===== src/rtl/fetchflare_pref_sched_if.sv =====
// Bundle of the prefetch request, memory slot, response and flush signals
// shared between the requester/memory side (master) and the scheduler (slave).
interface fetchflare_pref_sched_if #(
  parameter int NUM_REQ = 4,
  parameter int ADDR_W  = 32
);
  localparam int ID_W = $clog2(NUM_REQ);

  logic [NUM_REQ-1:0]        req_valid;
  logic [NUM_REQ*ADDR_W-1:0] req_addr;
  logic [NUM_REQ-1:0]        req_ready;
  logic                      mem_valid;
  logic [ADDR_W-1:0]         mem_addr;
  logic [ID_W-1:0]           mem_id;
  logic                      mem_ready;
  logic                      rsp_valid;
  logic                      flush;
  logic                      flush_done;
  logic                      busy;
  logic                      rsp_err;

  modport master (
    output req_valid, req_addr, mem_ready, rsp_valid, flush,
    input  req_ready, mem_valid, mem_addr, mem_id, flush_done, busy, rsp_err
  );

  modport slave (
    input  req_valid, req_addr, mem_ready, rsp_valid, flush,
    output req_ready, mem_valid, mem_addr, mem_id, flush_done, busy, rsp_err
  );
endinterface


===== src/rtl/fetchflare_pref_sched.sv =====
// Round-robin scheduler sharing one prefetch-memory port between NUM_REQ
// requesters, with a registered output slot, an in-flight credit limit and
// a flush/drain sequence.
//
// state | meaning
// RUN   | normal operation, requests may be accepted
// DRAIN | flush seen; no accepts, waiting for slot and credits to empty
// DONE  | drain finished; flush_done is high for this single cycle
// HOLD  | flush still asserted after DONE; no accepts until it drops
module fetchflare_pref_sched #(
  parameter int NUM_REQ         = 4,
  parameter int ADDR_W          = 32,
  parameter int MAX_OUTSTANDING = 4
) (
  input  logic                    clk,
  input  logic                    reset,
  fetchflare_pref_sched_if.slave  bus
);
  localparam int ID_W  = $clog2(NUM_REQ);
  localparam int CNT_W = $clog2(MAX_OUTSTANDING + 1);
  localparam logic [CNT_W-1:0] CNT_MAX = CNT_W'(MAX_OUTSTANDING);

  typedef enum logic [1:0] {
    ST_RUN   = 2'd0,
    ST_DRAIN = 2'd1,
    ST_DONE  = 2'd2,
    ST_HOLD  = 2'd3
  } state_t;

  state_t              state;
  logic [NUM_REQ-1:0]  pr;
  logic [NUM_REQ-1:0]  masked;
  logic [NUM_REQ-1:0]  pick_src;
  logic [NUM_REQ-1:0]  grant;
  logic [NUM_REQ-1:0]  pr_above;
  logic [ID_W-1:0]     winner;
  logic                found;
  logic [CNT_W-1:0]    cnt;
  logic                can_issue;
  logic                accept;
  logic                mem_valid_q;
  logic [ADDR_W-1:0]   mem_addr_q;
  logic [ID_W-1:0]     mem_id_q;
  logic                flush_done_q;
  logic                rsp_err_q;

  // Round-robin pick: lowest valid requester above the last winner, else
  // wrap around to the lowest valid requester overall.
  always_comb begin
    masked   = bus.req_valid & pr;
    pick_src = (|masked) ? masked : bus.req_valid;
    grant    = '0;
    winner   = '0;
    found    = 1'b0;
    for (int i = 0; i < NUM_REQ; i++) begin
      if (pick_src[i] && !found) begin
        found    = 1'b1;
        grant[i] = 1'b1;
        winner   = ID_W'(i);
      end
    end
  end

  // Priority mask for the next round: only indices strictly above the winner.
  always_comb begin
    pr_above = '0;
    for (int i = 0; i < NUM_REQ; i++) begin
      pr_above[i] = (i > int'(winner));
    end
  end

  // Issue allowed only while running, not flushing, slot free or freeing,
  // and a credit available from the registered count.
  assign can_issue = (state == ST_RUN) && !bus.flush &&
                     (!mem_valid_q || bus.mem_ready) && (cnt < CNT_MAX);

  // Gated with reset so no strobe escapes while reset is held low.
  assign bus.req_ready = grant & {NUM_REQ{can_issue && reset}};
  assign accept        = |bus.req_ready;

  // Rotate the priority mask after every accepted request.
  always_ff @(posedge clk or negedge reset) begin
    if (!reset) begin
      pr <= '1;
    end else if (accept) begin
      pr <= pr_above;
    end
  end

  // Output slot: load on accept, retire on downstream handshake, hold otherwise.
  always_ff @(posedge clk or negedge reset) begin
    if (!reset) begin
      mem_valid_q <= 1'b0;
      mem_addr_q  <= '0;
      mem_id_q    <= '0;
    end else if (accept) begin
      mem_valid_q <= 1'b1;
      mem_addr_q  <= bus.req_addr[int'(winner)*ADDR_W +: ADDR_W];
      mem_id_q    <= winner;
    end else if (mem_valid_q && bus.mem_ready) begin
      mem_valid_q <= 1'b0;
      mem_addr_q  <= '0;
      mem_id_q    <= '0;
    end
  end

  // In-flight credit counter; a response with nothing outstanding is flagged.
  always_ff @(posedge clk or negedge reset) begin
    if (!reset) begin
      cnt       <= '0;
      rsp_err_q <= 1'b0;
    end else begin
      if (accept && !bus.rsp_valid) begin
        cnt <= cnt + CNT_W'(1);
      end else if (!accept && bus.rsp_valid) begin
        if (cnt != '0) begin
          cnt <= cnt - CNT_W'(1);
        end else begin
          rsp_err_q <= 1'b1;
        end
      end
    end
  end

  // Flush sequencing with a registered single-cycle done pulse.
  always_ff @(posedge clk or negedge reset) begin
    if (!reset) begin
      state        <= ST_RUN;
      flush_done_q <= 1'b0;
    end else begin
      flush_done_q <= 1'b0;
      case (state)
        ST_RUN: begin
          if (bus.flush) begin
            state <= ST_DRAIN;
          end
        end
        ST_DRAIN: begin
          if (cnt == '0 && !mem_valid_q) begin
            state        <= ST_DONE;
            flush_done_q <= 1'b1;
          end
        end
        ST_DONE: begin
          state <= bus.flush ? ST_HOLD : ST_RUN;
        end
        ST_HOLD: begin
          if (!bus.flush) begin
            state <= ST_RUN;
          end
        end
        default: state <= ST_RUN;
      endcase
    end
  end

  assign bus.mem_valid  = mem_valid_q;
  assign bus.mem_addr   = mem_addr_q;
  assign bus.mem_id     = mem_id_q;
  assign bus.flush_done = flush_done_q;
  assign bus.rsp_err    = rsp_err_q;
  assign bus.busy       = (cnt != '0) || mem_valid_q;
endmodule

===== src/flat_wrapper.sv =====
// flat-port wrapper written by rule: the top's interface ports become plain ports
module fetchflare_pref_sched_flat 
#(
  parameter int NUM_REQ         = 4,
  parameter int ADDR_W          = 32,
  parameter int MAX_OUTSTANDING = 4
)
  (clk, reset, bus_req_valid, bus_req_addr, bus_mem_ready, bus_rsp_valid, bus_flush, bus_req_ready, bus_mem_valid, bus_mem_addr, bus_mem_id, bus_flush_done, bus_busy, bus_rsp_err);
  fetchflare_pref_sched_if #(.NUM_REQ(NUM_REQ), .ADDR_W(ADDR_W)) bus_i ();
  input  logic clk;
  input  logic reset;
  input wire logic [$bits(bus_i.req_valid)-1:0] bus_req_valid;
  input wire logic [$bits(bus_i.req_addr)-1:0] bus_req_addr;
  input wire logic [$bits(bus_i.mem_ready)-1:0] bus_mem_ready;
  input wire logic [$bits(bus_i.rsp_valid)-1:0] bus_rsp_valid;
  input wire logic [$bits(bus_i.flush)-1:0] bus_flush;
  output wire logic [$bits(bus_i.req_ready)-1:0] bus_req_ready;
  output wire logic [$bits(bus_i.mem_valid)-1:0] bus_mem_valid;
  output wire logic [$bits(bus_i.mem_addr)-1:0] bus_mem_addr;
  output wire logic [$bits(bus_i.mem_id)-1:0] bus_mem_id;
  output wire logic [$bits(bus_i.flush_done)-1:0] bus_flush_done;
  output wire logic [$bits(bus_i.busy)-1:0] bus_busy;
  output wire logic [$bits(bus_i.rsp_err)-1:0] bus_rsp_err;
  assign bus_i.req_valid = bus_req_valid;
  assign bus_i.req_addr = bus_req_addr;
  assign bus_i.mem_ready = bus_mem_ready;
  assign bus_i.rsp_valid = bus_rsp_valid;
  assign bus_i.flush = bus_flush;
  assign bus_req_ready = bus_i.req_ready;
  assign bus_mem_valid = bus_i.mem_valid;
  assign bus_mem_addr = bus_i.mem_addr;
  assign bus_mem_id = bus_i.mem_id;
  assign bus_flush_done = bus_i.flush_done;
  assign bus_busy = bus_i.busy;
  assign bus_rsp_err = bus_i.rsp_err;
  fetchflare_pref_sched #(.NUM_REQ(NUM_REQ), .ADDR_W(ADDR_W), .MAX_OUTSTANDING(MAX_OUTSTANDING)) u_core (.clk(clk), .reset(reset), .bus(bus_i));
endmodule

===== config.mk =====
export PLATFORM = sky130hd
export DESIGN_NAME = fetchflare_pref_sched_flat
export DESIGN_NICKNAME = d
export VERILOG_FILES = /design/src/rtl/fetchflare_pref_sched_if.sv /design/src/rtl/fetchflare_pref_sched.sv /design/src/flat_wrapper.sv
export SDC_FILE = /design/constraint.sdc
export NUM_CORES = 1
export LEC_CHECK = 0
export ABC_AREA = 1
export CAP_MARGIN = 5
export CORE_MARGIN = 4
export CORE_UTILIZATION = 45
export CTS_BUF_LIST = sky130_fd_sc_hd__clkbuf_8 sky130_fd_sc_hd__clkbuf_16
export DETAILED_ROUTE_END_ITERATION = 10
export DONT_BUFFER_PORTS = 1
export PLACE_DENSITY = 0.69
export SYNTH_ARGS = -nofsm -noshare
export SYNTH_HDL_FRONTEND = slang
export SYNTH_SLANG_ARGS = --single-unit

===== constraint.sdc =====
create_clock -name clk -period 6.9 [get_ports clk]
set_input_delay 0.345 -clock clk [delete_from_list [all_inputs] [get_ports clk]]
set_output_delay 0.345 -clock clk [all_outputs]
set_load 0.03 [all_outputs]

==> results by group, run 1 <==
Yosys
  • Register area share after synthesis: roughly a third
  • Yosys reg bits: between 40 and 50
  • Yosys warning total: 0
  • Synthesized area: 0.00348 sq mm
  • Post-Synthesis Cells: 543
  • Area leader, netlist: dfrtp_1
  • Dominant cells by area after synthesis: dfrtp_1, nand3_1, inv_1
  • Post-synth ARST share: 100%
  • Avg Cell Area, Syn: 6.41 sq um
  • Net Count, Synth: 683
  • Synth top area share: between 30% and 40%
  • Primary FF master, synth: dfrtp_1
  • Netlist cell types: 30
  • Number of flops mapped to enable cells by yosys: 0

Worst setup path
  • Crit-path max FO: 70
  • Worst path most repeated cell: nand2_1
  • CP Cell Sequence: nand2_1, nand2_1, nor2_4, o21ai_4, buf_4, nand2_1, nand2_2, nand2_1, ha_1, inv_1, fa_1, mux2_2
  • WP data required: 7.09 ns
  • Critical Path AT: about 3.8 ns
  • Worst setup SP type: flop
  • Crit-path max cell delay: 0.55 ns
  • Slowest CP cell: dfstp_2
  • CP endpoint kind: flop
  • Crit Path Category: reg2reg

Floorplan
  • Site Rows: 31
  • DIE AREA: a little over 0.009 sq mm
  • Core area: 0.00737 sq mm
  • Die W: 95.9 um
  • IO Count: 179
  • Initial core utilization: 47.2%
  • Die span in y: about 96 um

Power
  • Fraction of power consumed by combinational cells: 38.1%
  • Pleak: roughly 2.1 nW
  • Pint: ~0.7 mW
  • Sw Pwr: between 0.6 and 0.7 mW
  • Final Power: 1.39 mW
  • Pwr dens: roughly 380 mW/mm^2
  • Sequential Power Share: between 40 and 50%
  • Switching Fraction: between 40% and 50%
  • VDD IR-drop max: 0.000155 V
  • Clock Power Share: 17.0%

Clock network
  • Inserted Clock Buffers: 5
  • H-tree Lvls: 2
  • Worst-Skew Late Latency: 0.30 ns
  • Bufs on Longest Clock Path: 2
  • Clock Tree Root: clkbuf_8
  • CTS Sinks: 46
  • Clock-pin slew on the worst setup and hold paths: 0.09 ns
  • PostCTS Resize Cnt: 0
  • Setup bufs post-CTS: 0
  • CTS tree: yes

GRT
  • GRT Resource Usage Total: 20.4%
  • Total grt overflow: 0
  • Initial antenna violation count: 0
  • Pin count of the biggest net entering global routing: 71
  • First-pass GRT wire length: ~15 mm
  • Number of global-route vias before repair: around 3200

Finish
  • Diode count: 0
  • Area growth from synthesis to final layout: 3.85%
  • Leading cell type in the layout, fill and taps excluded: nand3_1
  • Finished Cell Area: around 0.0036 sq mm
  • Fin nets: between 600 and 700
  • Layout cells sized above 1: just under 6%
  • Fillers: between 700 and 800
  • Most frequent cells in the layout: nand3_1, inv_1, nand2_1, dfrtp_1, nand4_1

Timing
  • Worst-Margin Slew: 1.19 ns
  • Slew margin rel.: 20.3%
  • F_max: 0.277 GHz
  • Fin worst setup slack: 3.29 ns
  • Fin Setup TNS: 0 ns
  • Setup violators final: 0
  • RSZ-0062 raised after global routing: no
  • Slew Limit Fails: 0
  • Post-Route Skew: 0.0123 ns
  • Post-layout minimum cycle time: 3.61 ns
  • Period utilisation layout: 52.3%
  • Final hold violations: 0

Routing
  • DRT Wirelength: 9.53 mm
  • DRT Pass-1 Iters: 4
  • Vias per cell: 5.44
  • Initial DRC count: 123
  • Vias: 3356
  • Routed len/inst: 15.4 um
  • Post-route ant nets: 0
  • # DRC: 0

Placed design
  • IO buf count: 0
  • Post-DP HPWL: a little under 7 mm
  • Worst slack, placed: 3.28 ns
  • Dpl cell area: 0.00344 sq mm
  • GP Congestion: 0.790

Worst hold path
  • Worst Hold Class: in2reg

Outcome
  • Status: completed

Flow run
  • Total of max-cap violations: 0
==> sequential cells by signal, summed over array words and instances (netlist names) <==
| register | flops |
|---|---|
| u_core.bus.mem_addr | 32 |
| u_core.pr | 4 |
| u_core.cnt | 3 |
| u_core.bus.mem_id | 2 |
| u_core.state | 2 |
| u_core.bus.flush_done | 1 |
| u_core.bus.mem_valid | 1 |
| u_core.bus.rsp_err | 1 |
==> logic make-up (layout without fill, tap and decap cells) <==
logic type / count (synthesis) / in the layout / share of synthesized area (%)
AO/OA/AOI/OAI: 12 / 12 / 2.37
XOR/XNOR: 3 / 3 / 0.755
adder cells (fa/ha/maj): 3 / 3 / 1.29
buffers and inverters: 180 / 155 / 20.6
flip-flops: 46 / 46 / 33.2
multiplexers: 1 / 1 / 0.324
AND/OR/NAND/NOR: 298 / 298 / 41.4
==> routing by layer <==
layer | up-vias | global-route usage [%] | wire length (um)
li1 | 1653 | - | -
met1 | 1544 | 24.9 | 3860
met2 | 153 | 35.9 | 4690
met3 | 6 | 5.86 | 937
met4 | 0 | 3.79 | 44
met5 | - | 0 | 0
==> stage by stage <==
stage,util [%],std cells,hold slack (ns)
2_1_floorplan,-,543,0.0494
3_3_place_gp,46.7,607,0.0505
3_5_place_dp,46.7,607,0.0505
4_1_cts,49.0,617,0.127
5_1_grt,49.0,617,0.147
6_report,49.0,617,0.141
==> critical path: cells and delay by family, from the launching register on <==
family / cells / cell delay [ns]
flops: 1 / 0.55
buf+inv: 2 / 0.64
fa+ha+maj: 2 / 0.72
compound gates: 1 / 0.11
mux: 1 / 0.27
simple gates: 6 / 1.18
==> path summary, 6_finish.rpt <==
check / slack, ns / to / depth (start not counted) / start
max: 3.29 / u_core.cnt[1] / 12 / u_core.pr[3]
min: 0.14 / u_core.bus.mem_valid / 1 / bus_mem_ready
min reg2reg: 0.48 / u_core.pr[0] / 2 / u_core.pr[0]
max in group asynchronous: 6.06 / u_core.pr[0] / 2 / reset
max reg2reg: 3.29 / u_core.cnt[1] / 12 / u_core.pr[3]
min in group asynchronous: 0.58 / u_core.bus.flush_done / 2 / reset
==> power groups by stage <==
stage,registers (mW),logic (mW),clock network (mW)
after detailed placement,0.632,0.522,0
after global placement,0.630,0.499,0
after floorplan,0.597,0.459,0
after global routing,0.639,0.599,0.257
after CTS,0.627,0.529,0.246
final,0.624,0.529,0.237
==> area by class of cell <==
class | count | area, sq um | area share, %
Clock buffer | 5 | 68.8 | 1.90
Tap cell | 99 | 124 | 3.43
Inverter | 144 | 541 | 15.0
Timing Repair Buffer | 3 | 45.0 | 1.25
Clock inverter | 3 | 68.8 | 1.90
Multi-Input combinational cell | 317 | 1610 | 44.6
Sequential cell | 46 | 1160 | 32.0
==> cell usage after synthesis (2+ instances only) <==
master    instances
nand3_1         165
dfrtp_1          42
o21ai_0           2
xnor2_1           2
clkbuf_1         13
o21ai_1           2
inv_2             4
a21oi_1           3
nand4_1          32
inv_1           140
buf_4             3
dfstp_2           4
nand2_2           2
nand2_1          83
nor2_4            2
buf_2            19
ha_1              2
nor2_1           11
==> repair_timing <==
item / CTS / global route
endpoints found under the setup margin: 0 / 0
hold buffers: 2 / 0
hold endpoints to repair: 46 / 0
Note: power is estimated with default switching activity, not from simulation.
==> inputs of run 2 (changes only) <==
- ABC_AREA: 1 -> 0
- PLACE_DENSITY: 0.69 -> 0.71
- clock period: 6.9 -> 3.25 ns (I/O delays scaled with it)
==> run 2 against run 1 <==
  * Count of clock-buffer cells in the layout is 1 higher
  * Area after synthesis shrank 18%
  * Global-route usage is 1.4 points lower
  * Final cell count shrank 45%
  * Maximum frequency rose by 30%
  * Via count shrank 33%
  * Cell area is 18% lower
  * Total power increased by 100%
  * Highest routed layer unchanged
  * Clock skew rose by 0.0028 ns
  * Largest cell class unchanged
  * Sequential share of layout area is 7.1 points higher
  * Critical endpoint is now u_core.cnt[2]
==> results by group, run 2 <==
Worst hold path
  • Worst Hold Class: in2reg
  • Hold path depth: 2 (+1)

Finish
  • Diode count: 0 (unchanged)
  • Leading cell type in the layout, fill and taps excluded: dfrtp_1
  • Finished Layout Cells: 338 (-45%)
  • Most frequent cells in the layout: dfrtp_1, nor2_1, o22a_1, a221o_1, mux2i_1
  • Area growth from synthesis to final layout: 4.37%
  • Layout cells sized above 1: 11.0% (+5.2 points)
  • Finished Cell Area: 0.00296 sq mm (-18%)
  • Util after Layout: 49.1% (+0.096 points)
  • Fin nets: 402 (-39%)
  • Number of flip-flops in the largest register: 32 (unchanged)

Routing
  • Routed len/inst: 22.7 um (+47%)
  • Initial DRC count: 64 (-48%)
  • # DRC: 0 (unchanged)
  • DRT Pass-1 Iters: 4 (unchanged)
  • Vias per cell: 6.66 (+22%)
  • Vias: 2250 (-33%)
  • Post-route ant nets: 0 (unchanged)
  • DRT Wirelength: 7.66 mm (-20%)

Floorplan
  • Die W: 87.4 um (-8.9%)
  • IO Count: 179 (unchanged)
  • Core area: 0.00603 sq mm (-18%)
  • Site Rows: 28 (-9.7%)
  • Die span in y: 87.4 um (-8.9%)
  • Initial core utilization: 47.1% (-0.14 points)
  • DIE AREA: 0.00764 sq mm (-17%)

Timing
  • Post-layout minimum cycle time: 2.78 ns (-0.830 ns)
  • RSZ-0062 raised after global routing: no
  • Slew Limit Fails: 0 (unchanged)
  • Worst-Margin Slew: 0.817 ns (-0.375 ns)
  • Setup violators final: 0 (unchanged)
  • Fin Setup TNS: 0 ns (unchanged)
  • Slew margin rel.: 45.4% (+25 points)
  • Period utilisation layout: 85.4% (+33 points)
  • F_max: 0.360 GHz (+30%)
  • Post-Route Skew: 0.0152 ns (+0.00283 ns)
  • Final hold violations: 0 (unchanged)

Yosys
  • Number of flops mapped to enable cells by yosys: 0 (unchanged)
  • Yosys reg bits: 46 (unchanged)
  • Netlist cell types: 42 (+40%)
  • Count leader, synth: dfrtp_1
  • Post-Synthesis Cells: 267 (-51%)
  • Primary FF master, synth: dfrtp_1
  • Post-synth ARST share: 100% (unchanged)
  • Avg Cell Area, Syn: 10.6 sq um (+66%)
  • Dominant cells by area after synthesis: dfrtp_1, a221o_1, mux2i_1
  • Net Count, Synth: 407 (-40%)
  • Area leader, netlist: dfrtp_1
  • Yosys warning total: 0 (unchanged)
  • Register area share after synthesis: 40.8% (+7.5 points)
  • Most frequent cells after synthesis: dfrtp_1, nor2_1, o22a_1
  • Synth top area share: 37.1% (+6.8 points)
  • Synthesized area: 0.00284 sq mm (-18%)

GRT
  • First-pass GRT wire length: 11.3 mm (-25%)
  • Pin count of the biggest net entering global routing: 47 (-34%)
  • Initial antenna violation count: 0 (unchanged)
  • Total grt overflow: 0 (unchanged)
  • GRT Resource Usage Total: 19.0% (-1.4 points)
  • Number of global-route vias before repair: 2247 (-29%)

Power
  • Final Power: 2.84 mW (+100%)
  • Pleak: 1.29 nW (-38%)
  • Pwr dens: 961 mW/mm^2 (+150%)
  • VDD IR-drop max: 0.000453 V (+190%)

Placed design
  • IO buf count: 0 (unchanged)
  • GP Congestion: 0.883 (+12%)
  • Post-DP HPWL: 5.64 mm (-17%)
  • Dpl cell area: 0.00282 sq mm (-18%)
  • Placed insts: 327 (-46%)

Worst setup path
  • WP data required: 3.46 ns (-3.63 ns)
  • Worst setup SP type: flop
  • Critical R2R Capture: u_core.cnt[2]
  • Critical Path AT: 2.99 ns (-0.81 ns)
  • Worst r2r src: u_core.state[1]
  • Crit Path Category: reg2reg
  • Crit-path max cell delay: 0.42 ns (-0.13 ns)
  • Worst path most repeated cell: inv_1
  • CP endpoint kind: flop
  • Slowest CP cell: dfrtp_1
  • Critical Path Start: u_core.state[1]
  • Worst path depth: 10 (-2)
  • CP top delay family: simple AND/OR/NAND/NOR gates
  • Reg2Reg Depth: 10 (-2)
  • CP bufs+invs: 2 (unchanged)
  • Crit-path max FO: 8 (-89%)
  • CP Cell Sequence: nor4_2, and3_1, nand2_2, inv_1, ha_1, inv_1, fa_1, nor3_1, a21oi_1, o31ai_1
  • Critical path endpoint: u_core.cnt[2]
  • Reg2Reg Setup Slack: 0.47 ns (-2.82 ns)

Clock network
  • Clock Tree Root: clkbuf_8
  • Bufs on Longest Clock Path: 2 (unchanged)
  • CTS tree: yes
  • CTS Sinks: 46 (unchanged)
  • Worst-Skew Late Latency: 0.30 ns (about the same)
  • Inserted Clock Buffers: 5 (unchanged)
  • Clock-pin slew on the worst setup and hold paths: 0.09 ns (about the same)
  • H-tree Lvls: 2 (unchanged)
  • Setup bufs post-CTS: 0 (unchanged)

Outcome
  • Status: completed

Flow run
  • Total of max-cap violations: 0 (unchanged)
## run 2: how the worst min path moves through the flow
stage	startpoint	end	slack, ns
6_report	bus_flush	u_core.state[0]	0.01
5_1_grt	bus_flush	u_core.state[0]	0.01
4_1_cts	bus_flush	u_core.state[0]	0.004
3_5_place_dp	reset	u_core.bus.mem_addr[1]	-0.13
3_3_place_gp	reset	u_core.bus.mem_addr[1]	-0.13
2_1_floorplan	reset	u_core.bus.flush_done	-0.13
## run 2: timing repair
action,CTS,global route
gates resized for setup,0,0
hold buffers,3,0
setup endpoints to repair,0,0
endpoints found under the hold margin,47,0
## run 2: cell families after synthesis
group           share of synthesized area, %
compound gates                          27.5
xor+xnor                               0.309
fa+ha+maj                               1.59
buf+inv                                 7.15
flops                                   40.8
mux                                     11.3
simple gates                            11.4
## run 2: cell type report
| type | count | area (sq um) |
|---|---|---|
| repair buffers | 10 | 100 |
| multi-input cells | 193 | 1500 |
| fillers | 554 | 3070 |
| inverters | 6 | 22.5 |
| clock buffers | 6 | 82.6 |
| well taps | 75 | 93.8 |
| clock inverters | 2 | 8.76 |
| flip-flops and latches | 46 | 1160 |
## run 2: routing by layer
layer	wire, um	vias up	global-route usage [%]	share of wire (%)
met4	96	0	3.91	1.3
li1	-	1026	-	-
met3	724	10	4.73	9.5
met1	2960	1086	23.2	39
met2	3870	128	33.7	51
met5	0	-	0	0
## run 2: report_power, final
group / switching [mW] / leakage [nW] / internal, mW
clock: 0.190 / 0.0524 / 0.169
combinational: 0.445 / 0.696 / 0.492
sequential: 0.696 / 0.544 / 0.853
## run 2: worst register-to-register path: stages, from the launching register on
cell and delay, ns:
dfrtp_1 0.42, nor4_2 0.31, and3_1 0.42, nand2_2 0.17
inv_1 0.12, ha_1 0.30, inv_1 0.09, fa_1 0.42
nor3_1 0.19, a21oi_1 0.06, o31ai_1 0.19
## run 2: through the flow
| stage | hold WS [ns] | worst slack [ns] |
|---|---|---|
| finish | 0.0108 | 0.473 |
| global route | 0.0102 | 0.271 |
| CTS | 0.00366 | 0.480 |
| detailed placement | -0.132 | 0.507 |
| global placement | -0.132 | 0.667 |
| floorplan | -0.133 | 0.779 |
